## src/rtl/lzss_token_feeder_pkg.sv

```systemverilog
// Shared widths, token layout and the token-feeder FSM state type.
package lzss_token_feeder_pkg;

  localparam int unsigned SYMBOL_LENGTH   = 8;
  localparam int unsigned TOKEN_W         = 3 * SYMBOL_LENGTH;
  localparam int unsigned FLAGS_PER_GROUP = 8;
  localparam int unsigned IDX_W           = $clog2(FLAGS_PER_GROUP);

  typedef enum logic [2:0] {
    IDLE,
    FLAG,
    B0,
    B1,
    B2,
    PRESENT,
    DONE
  } feeder_state_t;

endpackage

```

## src/rtl/lzss_token_assembler.sv

```systemverilog
// Byte shift register that packs stream bytes into literal or match tokens.
module lzss_token_assembler
  import lzss_token_feeder_pkg::*;
(
  input  logic                     clk_i,
  input  logic                     rst_i,
  input  logic [SYMBOL_LENGTH-1:0] byte_i,
  input  logic                     push_i,
  input  logic                     load_lit_i,
  input  logic                     load_match_i,
  output logic [TOKEN_W-1:0]       token_o,
  output logic                     literal_o
);

  logic [2*SYMBOL_LENGTH-1:0] sh_q;
  logic [TOKEN_W-1:0]         token_q;
  logic                       lit_q;

  // Match token is {b0,b1,b2}: the two shifted bytes land above the final byte.
  always_ff @(posedge clk_i or posedge rst_i) begin
    if (rst_i) begin
      sh_q    <= '0;
      token_q <= '0;
      lit_q   <= 1'b0;
    end else begin
      if (push_i) sh_q <= {sh_q[SYMBOL_LENGTH-1:0], byte_i};
      if (load_lit_i) begin
        token_q <= {{(2*SYMBOL_LENGTH){1'b0}}, byte_i};
        lit_q   <= 1'b1;
      end else if (load_match_i) begin
        token_q <= {sh_q, byte_i};
        lit_q   <= 1'b0;
      end
    end
  end

  assign token_o   = token_q;
  assign literal_o = lit_q;

endmodule

```

## src/rtl/lzss_token_feeder.sv

```systemverilog
// Parses a packed LZSS flag/token byte stream and presents tokens to lzss_decoder.
module lzss_token_feeder
  import lzss_token_feeder_pkg::*;
#(
  parameter int unsigned CNT_W = 32
) (
  input  logic                     clk,
  input  logic                     rst_,
  input  logic                     start,
  input  logic [SYMBOL_LENGTH-1:0] s_data,
  input  logic                     s_valid,
  input  logic                     s_last,
  output logic                     s_ready,
  output logic [TOKEN_W-1:0]       dec_data_in,
  output logic                     dec_literal,
  output logic                     dec_data_ready,
  input  logic                     dec_new_data_rdy,
  output logic                     done,
  output logic                     err_trunc,
  output logic [CNT_W-1:0]         tok_count,
  output logic [CNT_W-1:0]         byte_count
);

  feeder_state_t             state_q;
  logic [FLAGS_PER_GROUP-1:0] flag_q;
  logic [IDX_W-1:0]          idx_q;
  logic                      last_pend_q;
  logic                      s_ready_q;
  logic                      dec_vld_q;
  logic                      done_q;
  logic                      err_q;
  logic [CNT_W-1:0]          tok_q;
  logic [CNT_W-1:0]          byte_q;

  logic acc;
  logic push;
  logic load_lit;
  logic load_match;

  always_comb begin
    acc        = s_valid & s_ready_q;
    push       = acc & ((state_q == B0) | (state_q == B1));
    load_lit   = acc & (state_q == B0) & flag_q[idx_q];
    load_match = acc & (state_q == B2);
  end

  lzss_token_assembler u_asm (
    .clk_i        (clk),
    .rst_i        (rst_),
    .byte_i       (s_data),
    .push_i       (push),
    .load_lit_i   (load_lit),
    .load_match_i (load_match),
    .token_o      (dec_data_in),
    .literal_o    (dec_literal)
  );

  // s_ready/dec_data_ready are registered alongside every state change.
  always_ff @(posedge clk or posedge rst_) begin
    if (rst_) begin
      state_q     <= IDLE;
      flag_q      <= '0;
      idx_q       <= '0;
      last_pend_q <= 1'b0;
      s_ready_q   <= 1'b0;
      dec_vld_q   <= 1'b0;
      done_q      <= 1'b0;
      err_q       <= 1'b0;
      tok_q       <= '0;
      byte_q      <= '0;
    end else begin
      if (acc) byte_q <= byte_q + CNT_W'(1);
      unique case (state_q)
        IDLE, DONE: if (start) begin
          state_q     <= FLAG;
          s_ready_q   <= 1'b1;
          done_q      <= 1'b0;
          err_q       <= 1'b0;
          last_pend_q <= 1'b0;
          tok_q       <= '0;
          byte_q      <= '0;
        end
        FLAG: if (acc) begin
          flag_q <= s_data;
          idx_q  <= '0;
          if (s_last) begin
            state_q   <= DONE;
            s_ready_q <= 1'b0;
            done_q    <= 1'b1;
          end else begin
            state_q <= B0;
          end
        end
        B0: if (acc) begin
          if (flag_q[idx_q]) begin
            state_q     <= PRESENT;
            s_ready_q   <= 1'b0;
            dec_vld_q   <= 1'b1;
            last_pend_q <= s_last;
          end else if (s_last) begin
            state_q   <= DONE;
            s_ready_q <= 1'b0;
            done_q    <= 1'b1;
            err_q     <= 1'b1;
          end else begin
            state_q <= B1;
          end
        end
        B1: if (acc) begin
          if (s_last) begin
            state_q   <= DONE;
            s_ready_q <= 1'b0;
            done_q    <= 1'b1;
            err_q     <= 1'b1;
          end else begin
            state_q <= B2;
          end
        end
        B2: if (acc) begin
          state_q     <= PRESENT;
          s_ready_q   <= 1'b0;
          dec_vld_q   <= 1'b1;
          last_pend_q <= s_last;
        end
        PRESENT: if (dec_new_data_rdy) begin
          tok_q     <= tok_q + CNT_W'(1);
          idx_q     <= idx_q + IDX_W'(1);
          dec_vld_q <= 1'b0;
          if (last_pend_q) begin
            state_q     <= DONE;
            done_q      <= 1'b1;
            last_pend_q <= 1'b0;
          end else begin
            state_q   <= (idx_q == IDX_W'(FLAGS_PER_GROUP - 1)) ? FLAG : B0;
            s_ready_q <= 1'b1;
          end
        end
        default: begin
          state_q   <= IDLE;
          s_ready_q <= 1'b0;
          dec_vld_q <= 1'b0;
        end
      endcase
    end
  end

  assign s_ready        = s_ready_q;
  assign dec_data_ready = dec_vld_q;
  assign done           = done_q;
  assign err_trunc      = err_q;
  assign tok_count      = tok_q;
  assign byte_count     = byte_q;

endmodule

```

## config.mk

```make
export PLATFORM = sky130hd
export DESIGN_NAME = lzss_token_feeder
export DESIGN_NICKNAME = d
export VERILOG_FILES = /design/src/rtl/lzss_token_feeder_pkg.sv /design/src/rtl/lzss_token_assembler.sv /design/src/rtl/lzss_token_feeder.sv
export SDC_FILE = /design/constraint.sdc
export NUM_CORES = 1
export LEC_CHECK = 0
export ABC_AREA = 1
export BUFFER_PORTS_ARGS = -buffer_cell sky130_fd_sc_hd__buf_2
export CORE_UTILIZATION = 30
export CTS_CLUSTER_SIZE = 24
export DETAILED_ROUTE_END_ITERATION = 10
export PLACE_DENSITY_LB_ADDON = 0.3
export SYNTH_ARGS = -nofsm -noshare
export SYNTH_HDL_FRONTEND = slang
export SYNTH_HIERARCHICAL = 1
export SYNTH_SLANG_ARGS = --single-unit
```

## constraint.sdc

```tcl
create_clock -name clk -period 3.7 [get_ports clk]
set_input_delay 0.74 -clock clk [delete_from_list [all_inputs] [get_ports clk]]
set_output_delay 0.74 -clock clk [all_outputs]
set_load 0.05 [all_outputs]
```

==> impl_metrics.toml, run 1 <==
[worst_setup_path]
worst_setup_path_start_kind = "register"
arrival_ns = 2.92
cp-end-kind = "register"
rr_endpoint = "u_asm/token_o[9]"
critical_path_class = "register to register"
critPathRequiredTime_ns = 4.02
r2r_start = "state_q[1]"
setup.worst_path.start = "state_q[1]"
critPathMaxFanout = 17
r2r_cells = 7
r2r_setup_slack_ns = 1.10

[run]
max_cap_violations = 0

[layout]
areaGrowthSynthToFinish_pct = 20.1
fin_area_um2 = 8240
final_net_count = 1071
drive_gt1_frac = 0.184

[placed_design]
placed_area_um2 = 7650
gp_congestion = 0.903
port_buffers = 106
place_hpwl_mm = 13.4

[yosys]
syn_inst = 944
synthesis.nets = 963
synth_edf_count = 0
syn-cell-area_um2 = 6860
synthAdderAreaFrac = 0.00911
seq_area_frac_synth = 0.452
yosys_warnings = 6
ys_async_sr_fraction = 1.00
yosys.area_share.simple = 0.354
synthXorXnorAreaFrac = 0.0128
synth_compound_area_frac = 0.0931
ys_ff_latch = 124
postSynthAreaPerCell_um2 = 7.27
synth_mux_area_frac = 0
yosysUniqueCellTypes = 39
synth_top_family_by_area = "simple AND/OR/NAND/NOR gates"
synth_flop_cell = "dfrtp_1"

[route]
vias = 6426
drtAntennaViolNets = 0
routed_wl_mm = 18.8
viasPerCell = 4.77
wl_per_cell_um = 14.0
dr.pass1.iters = 5
drc = 0
drt-initial-drc-count = 373

[sta]
max_slew_margin = 0.521
tightest_slew_ns = 0.715
final-setup-viol-count = 0
rsz0062_at_grt = "false"
finalClockSkew_ns = 0.0120
fmax_ghz = 0.385
slew_viol_final = 0
finalCritPeriodShare = 0.702
hold_viol_final = 0
tns_ns = 0
period_needed_ns = 2.60

[grt]
grt_antenna_before_repair = 1
grt-ovfl-total = 0
grt_pass1_wl_mm = 31.3
grt.total_usage = 0.167
grt_max_degree = 84
grt_pass1_vias = 6043

[power_and_ir_drop]
ir_drop_mv = 0.413
power.density_nw_per_um2 = 682
p_leak_nw = 4.15
clkPwrFrac = 0.304
internal_power_mw = 3.12
power_switching_mw = 2.51
combPwrFrac = 0.355
p_seq_frac = 0.341
switching_share = 0.445

[floorplan]
std_cell_rows = 54
pin_count = 107
die_x_um = 153
initial_core_util = 0.310
core-area_um2 = 22200
chipHeight_um = 153
die_area_um2 = 23500

[cts]
post_cts_buffers = 0
cts_buffers = 17
cts_tree = "yes"
worstSkewPairLatency_ns = 0.43
clkTransAtPathRegs_ns = 0.07
cts_buffer_depth = 2
cts-root-buf = "clkbuf_16"
htreeDepth = 4
postCtsResizedCells = 0
cts_sinks = 124
hold_buffers = 0

[run_status]
outcome = "completed"

[min_path]
hold_class = "input pin to asynchronous set/reset pin"
[critical path, stage by stage, from the launching register on]
cell	delay, ns
dfrtp_1	0.51
nand2_2	0.14
nor2_1	0.33
nand3_1	0.31
nor2_1	0.64
inv_2	0.33
nand3_1	0.16
nand2_1	0.06
[Yosys cell counts (3+ instances only)]
library cell / count / area, um2
or2_2: 8 / 50.1
buf_4: 3 / 22.5
nand3_1: 76 / 380
nor2_1: 119 / 447
buf_2: 8 / 40.0
o21ai_0: 45 / 225
nand2_2: 16 / 100
dfrtp_1: 124 / 3100
o21ai_1: 13 / 65.1
a21oi_1: 31 / 155
nand3b_1: 3 / 22.5
ha_1: 5 / 62.6
nand2_1: 295 / 1110
inv_1: 94 / 353
clkbuf_1: 3 / 11.3
o21ai_2: 11 / 96.3
nor2_4: 4 / 45.0
inv_2: 5 / 18.8
nor3_1: 24 / 120
nand4_1: 18 / 113
buf_6: 6 / 67.6
xor2_1: 9 / 78.8
[worst max-delay path by stage]
stage                                   end  slack [ns]  depth (start not counted)
after CTS                  u_asm/token_o[9]        1.07                          7
after detailed placement  u_asm/token_o[13]        1.08                          7
final                      u_asm/token_o[9]        1.10                          7
after global placement    u_asm/token_o[22]        1.10                          7
after floorplan               byte_count[0]        0.82                          1
after global routing      u_asm/token_o[17]        0.79                          7
[layout by cell type (no fill, tap or decap), drive strengths merged]
cell / netlist / layout
nand2: 312 / 312
nor2: 125 / 125
dfrtp: 124 / 124
buf: 20 / 113
inv: 99 / 109
nand3: 77 / 77
o21ai: 69 / 69
a21oi: 31 / 31
nor3: 24 / 24
nand4: 18 / 18
clkbuf: 4 / 17
xor2: 9 / 9
or2: 9 / 9
ha: 5 / 5
nand3b: 3 / 3
clkinv: 0 / 3
o211ai: 2 / 2
a2bb2oi: 2 / 2
a31oi: 2 / 2
a21o: 2 / 2
o31ai: 2 / 2
diode: 0 / 1
a21boi: 1 / 1
o21a: 1 / 1
and3: 1 / 1
xnor2: 1 / 1
a211oi: 1 / 1
clkinvlp: 0 / 1
bufinv: 0 / 1
[flip-flops by register name, indices dropped and copies added (netlist names)]
name / cells
tok_count: 32
dec_data_ready: 1
u_asm/token_o: 24
flag_q: 8
idx_q: 3
last_pend_q: 1
s_ready: 1
byte_count: 32
err_trunc: 1
u_asm/sh_q: 16
done: 1
u_asm/literal_o: 1
state_q: 3
[layer usage]
layer / part of all wire / global-route usage / vias to the layer above
met3: 0.051 / 0.0403 / 16
met2: 0.45 / 0.258 / 168
li1: - / - / 3248
met5: 0 / 0 / -
met4: 0.0099 / 0.0486 / 0
met1: 0.49 / 0.232 / 2994
[power by group through the flow]
stage / logic (mW) / clock network [mW] / registers, mW
5_1_grt: 2.22 / 1.82 / 1.96
6_report: 2.00 / 1.71 / 1.92
4_1_cts: 2.02 / 1.75 / 1.92
3_3_place_gp: 2.00 / 0 / 1.94
3_5_place_dp: 2.01 / 0 / 1.93
2_1_floorplan: 1.15 / 0 / 2.37
[layout make-up]
class                      count  area, um2
antenna                        1       2.50
clock buffer                  17        425
clock inverter                15        166
fill                        2330      13900
inverter                      99        373
multi-input combinational    697       3230
sequential                   124       3100
tap                          280        350
timing repair buffer         113        596
[per-stage QoR]
step           hold slack (ns)  utilization  power (mW)  instances  setup slack [ns]
2_1_floorplan            0.444            -        3.52        944             0.823
4_1_cts                  0.431        0.372        5.69       1345              1.07
3_3_place_gp             0.460        0.345        3.94       1313              1.10
3_5_place_dp             0.457        0.345        3.95       1313              1.08
5_1_grt                  0.445        0.372        6.00       1346             0.793
6_report                 0.356        0.372        5.63       1346              1.10
[logic make-up (layout without fill, tap and decap cells)]
| kind of cell | count (synthesis) | count (layout) |
|---|---|---|
| AO/OA/AOI/OAI | 113 | 113 |
| XOR/XNOR | 10 | 10 |
| adder cells (fa/ha/maj) | 5 | 5 |
| buffers and inverters | 123 | 244 |
| flip-flops | 124 | 124 |
| other | 0 | 1 |
| AND/OR/NAND/NOR | 569 | 569 |
Power figures use the tool's default switching activity.
==> run 2, diff against run 1 <==
==> constraint.sdc (replaced) <==
create_clock -name clk -period 2.5 [get_ports clk]
set_input_delay 0.5 -clock clk [delete_from_list [all_inputs] [get_ports clk]]
set_output_delay 0.5 -clock clk [all_outputs]
set_load 0.05 [all_outputs]
==> run 2 against run 1 <==
Against the previous run: count of clock-buffer cells in the layout unchanged; critical path type unchanged; global-route usage down 0.26 points; sequential share of layout area down 0.43 points; clock power up 42%; combinational power up 54%; power up 48%; cell count up 0.82%; utilization up 0.43 points.
==> impl_metrics.toml, run 2 (same netlist as run 1, synthesis figures left out) <==
[layout]
drive_gt1_frac = 0.193
areaGrowthSynthToFinish_pct = 21.5
layout_commonest_cell = "nand2_1"
fin_area_um2 = 8340
final_net_count = 1083
fin_cells = 1357
final_core_util = 0.376
antennaDiodeCount = 0
fill_cells = 2334
final_cell_mix = "295 x nand2_1, 124 x dfrtp_1, 118 x nor2_1"

[sta]
tightest_slew_ns = 0.569
hold_viol_final = 0
finalCritPeriodShare = 0.853
max_slew_margin = 0.620
fmax_ghz = 0.469
final-setup-viol-count = 0
period_needed_ns = 2.13
slew_viol_final = 0
tns_ns = 0
rsz0062_at_grt = "false"
finalClockSkew_ns = 0.0120

[floorplan]
pin_count = 107
die_area_um2 = 23500
initial_core_util = 0.310
die_x_um = 153
chipHeight_um = 153
std_cell_rows = 54
core-area_um2 = 22200

[route]
routed_wl_mm = 18.7
drtAntennaViolNets = 0
viasPerCell = 4.78
dr.pass1.iters = 5
drc = 0
wl_per_cell_um = 13.8
vias = 6491
drt-initial-drc-count = 456

[worst_setup_path]
cp_top_family = "simple AND/OR/NAND/NOR gates"
cp.depth = 9
cp-end-kind = "register"
r2r_start = "state_q[1]"
critPathMaxFanout = 14
rr_endpoint = "u_asm/token_o[3]"
arrival_ns = 2.44
worstPathCellList = "nand2_2, nor2_1, nand3_1, nor2_1, buf_4, nor2_4, buf_12, nand2_1, nand2_1"
setup.worst_path.start = "state_q[1]"
slowest_delay_ns = 0.53
worst_setup_path_start_kind = "register"
r2r_cells = 9
cpMaxStageDelayCell = "dfrtp_1"
crit_end = "u_asm/token_o[3]"
critPathRequiredTime_ns = 2.81
critical_path_class = "register to register"
crit_buf_inv = 2
r2r_setup_slack_ns = 0.37

[grt]
grt_pass1_wl_mm = 31.1
grt.total_usage = 0.165
grt_pass1_vias = 6076
grt_max_degree = 48
grt_antenna_before_repair = 0
grt-ovfl-total = 0

[cts]
clkTransAtPathRegs_ns = 0.07
cts_tree = "yes"
cts_buffer_depth = 2
htreeDepth = 4
hold_buffers = 0
cts_sinks = 124
post_cts_buffers = 0
postCtsResizedCells = 0
worstSkewPairLatency_ns = 0.42
cts-root-buf = "clkbuf_16"
cts_buffers = 17

[placed_design]
placed_area_um2 = 7770
place_hpwl_mm = 13.7
gp_congestion = 0.922
port_buffers = 106
place_inst = 1325

[power_and_ir_drop]
power.density_nw_per_um2 = 1000
p_total_mw = 8.35
ir_drop_mv = 0.646
p_leak_nw = 4.20

[run]
max_cap_violations = 0

[min_path]
hold_class = "input pin to asynchronous set/reset pin"

[run_status]
outcome = "completed"
## run 2: cell count changes in the layout (fill, tap and decap cells not counted), sizes merged
cell      delta
buf         +12
clkinvlp     +2
bufinv       -1
clkinv       -1
diode        -1
## run 2: layout make-up
type / instances / area, um2 / area share
tap: 280 / 350 / 0.0420
clock buffer: 17 / 425 / 0.0510
inverter: 99 / 375 / 0.0450
clock inverter: 15 / 146 / 0.0176
timing repair buffer: 125 / 711 / 0.0852
sequential: 124 / 3100 / 0.372
multi-input combinational: 697 / 3230 / 0.387
## run 2: metrics by stage
stage | worst slack, ns | hold WS, ns
final | 0.368 | 0.116
after CTS | 0.388 | 0.118
after global routing | 0.173 | 0.141
after detailed placement | 0.314 | 0.455
after floorplan | 0.467 | 0.444
after global placement | 0.373 | 0.457
## run 2: power by group
| part | internal, mW | leakage, nW | total, mW | switching (mW) |
|---|---|---|---|---|
| logic | 0.823 | 2.28 | 3.08 | 2.26 |
| clock network | 1.33 | 0.278 | 2.43 | 1.10 |
| registers | 2.47 | 1.64 | 2.84 | 0.364 |
| total | 4.62 | 4.20 | 8.35 | 3.72 |
## run 2: how the worst min path moves through the flow
stage	end	slack, ns	cells past startpoint
floorplan	flag_q[0]	0.44	2
finish	done	0.12	2
global placement	u_asm/token_o[21]	0.46	2
CTS	done	0.12	2
global route	done	0.14	2
detailed placement	u_asm/token_o[23]	0.45	2
## run 2: per-layer routing
layer / share of wire / global-route usage / vias to the layer above
li1: - / - / 3277
met1: 0.48 / 0.224 / 3023
met2: 0.45 / 0.264 / 174
met3: 0.055 / 0.0343 / 17
met4: 0.010 / 0.0452 / 0
met5: 0 / 0 / -
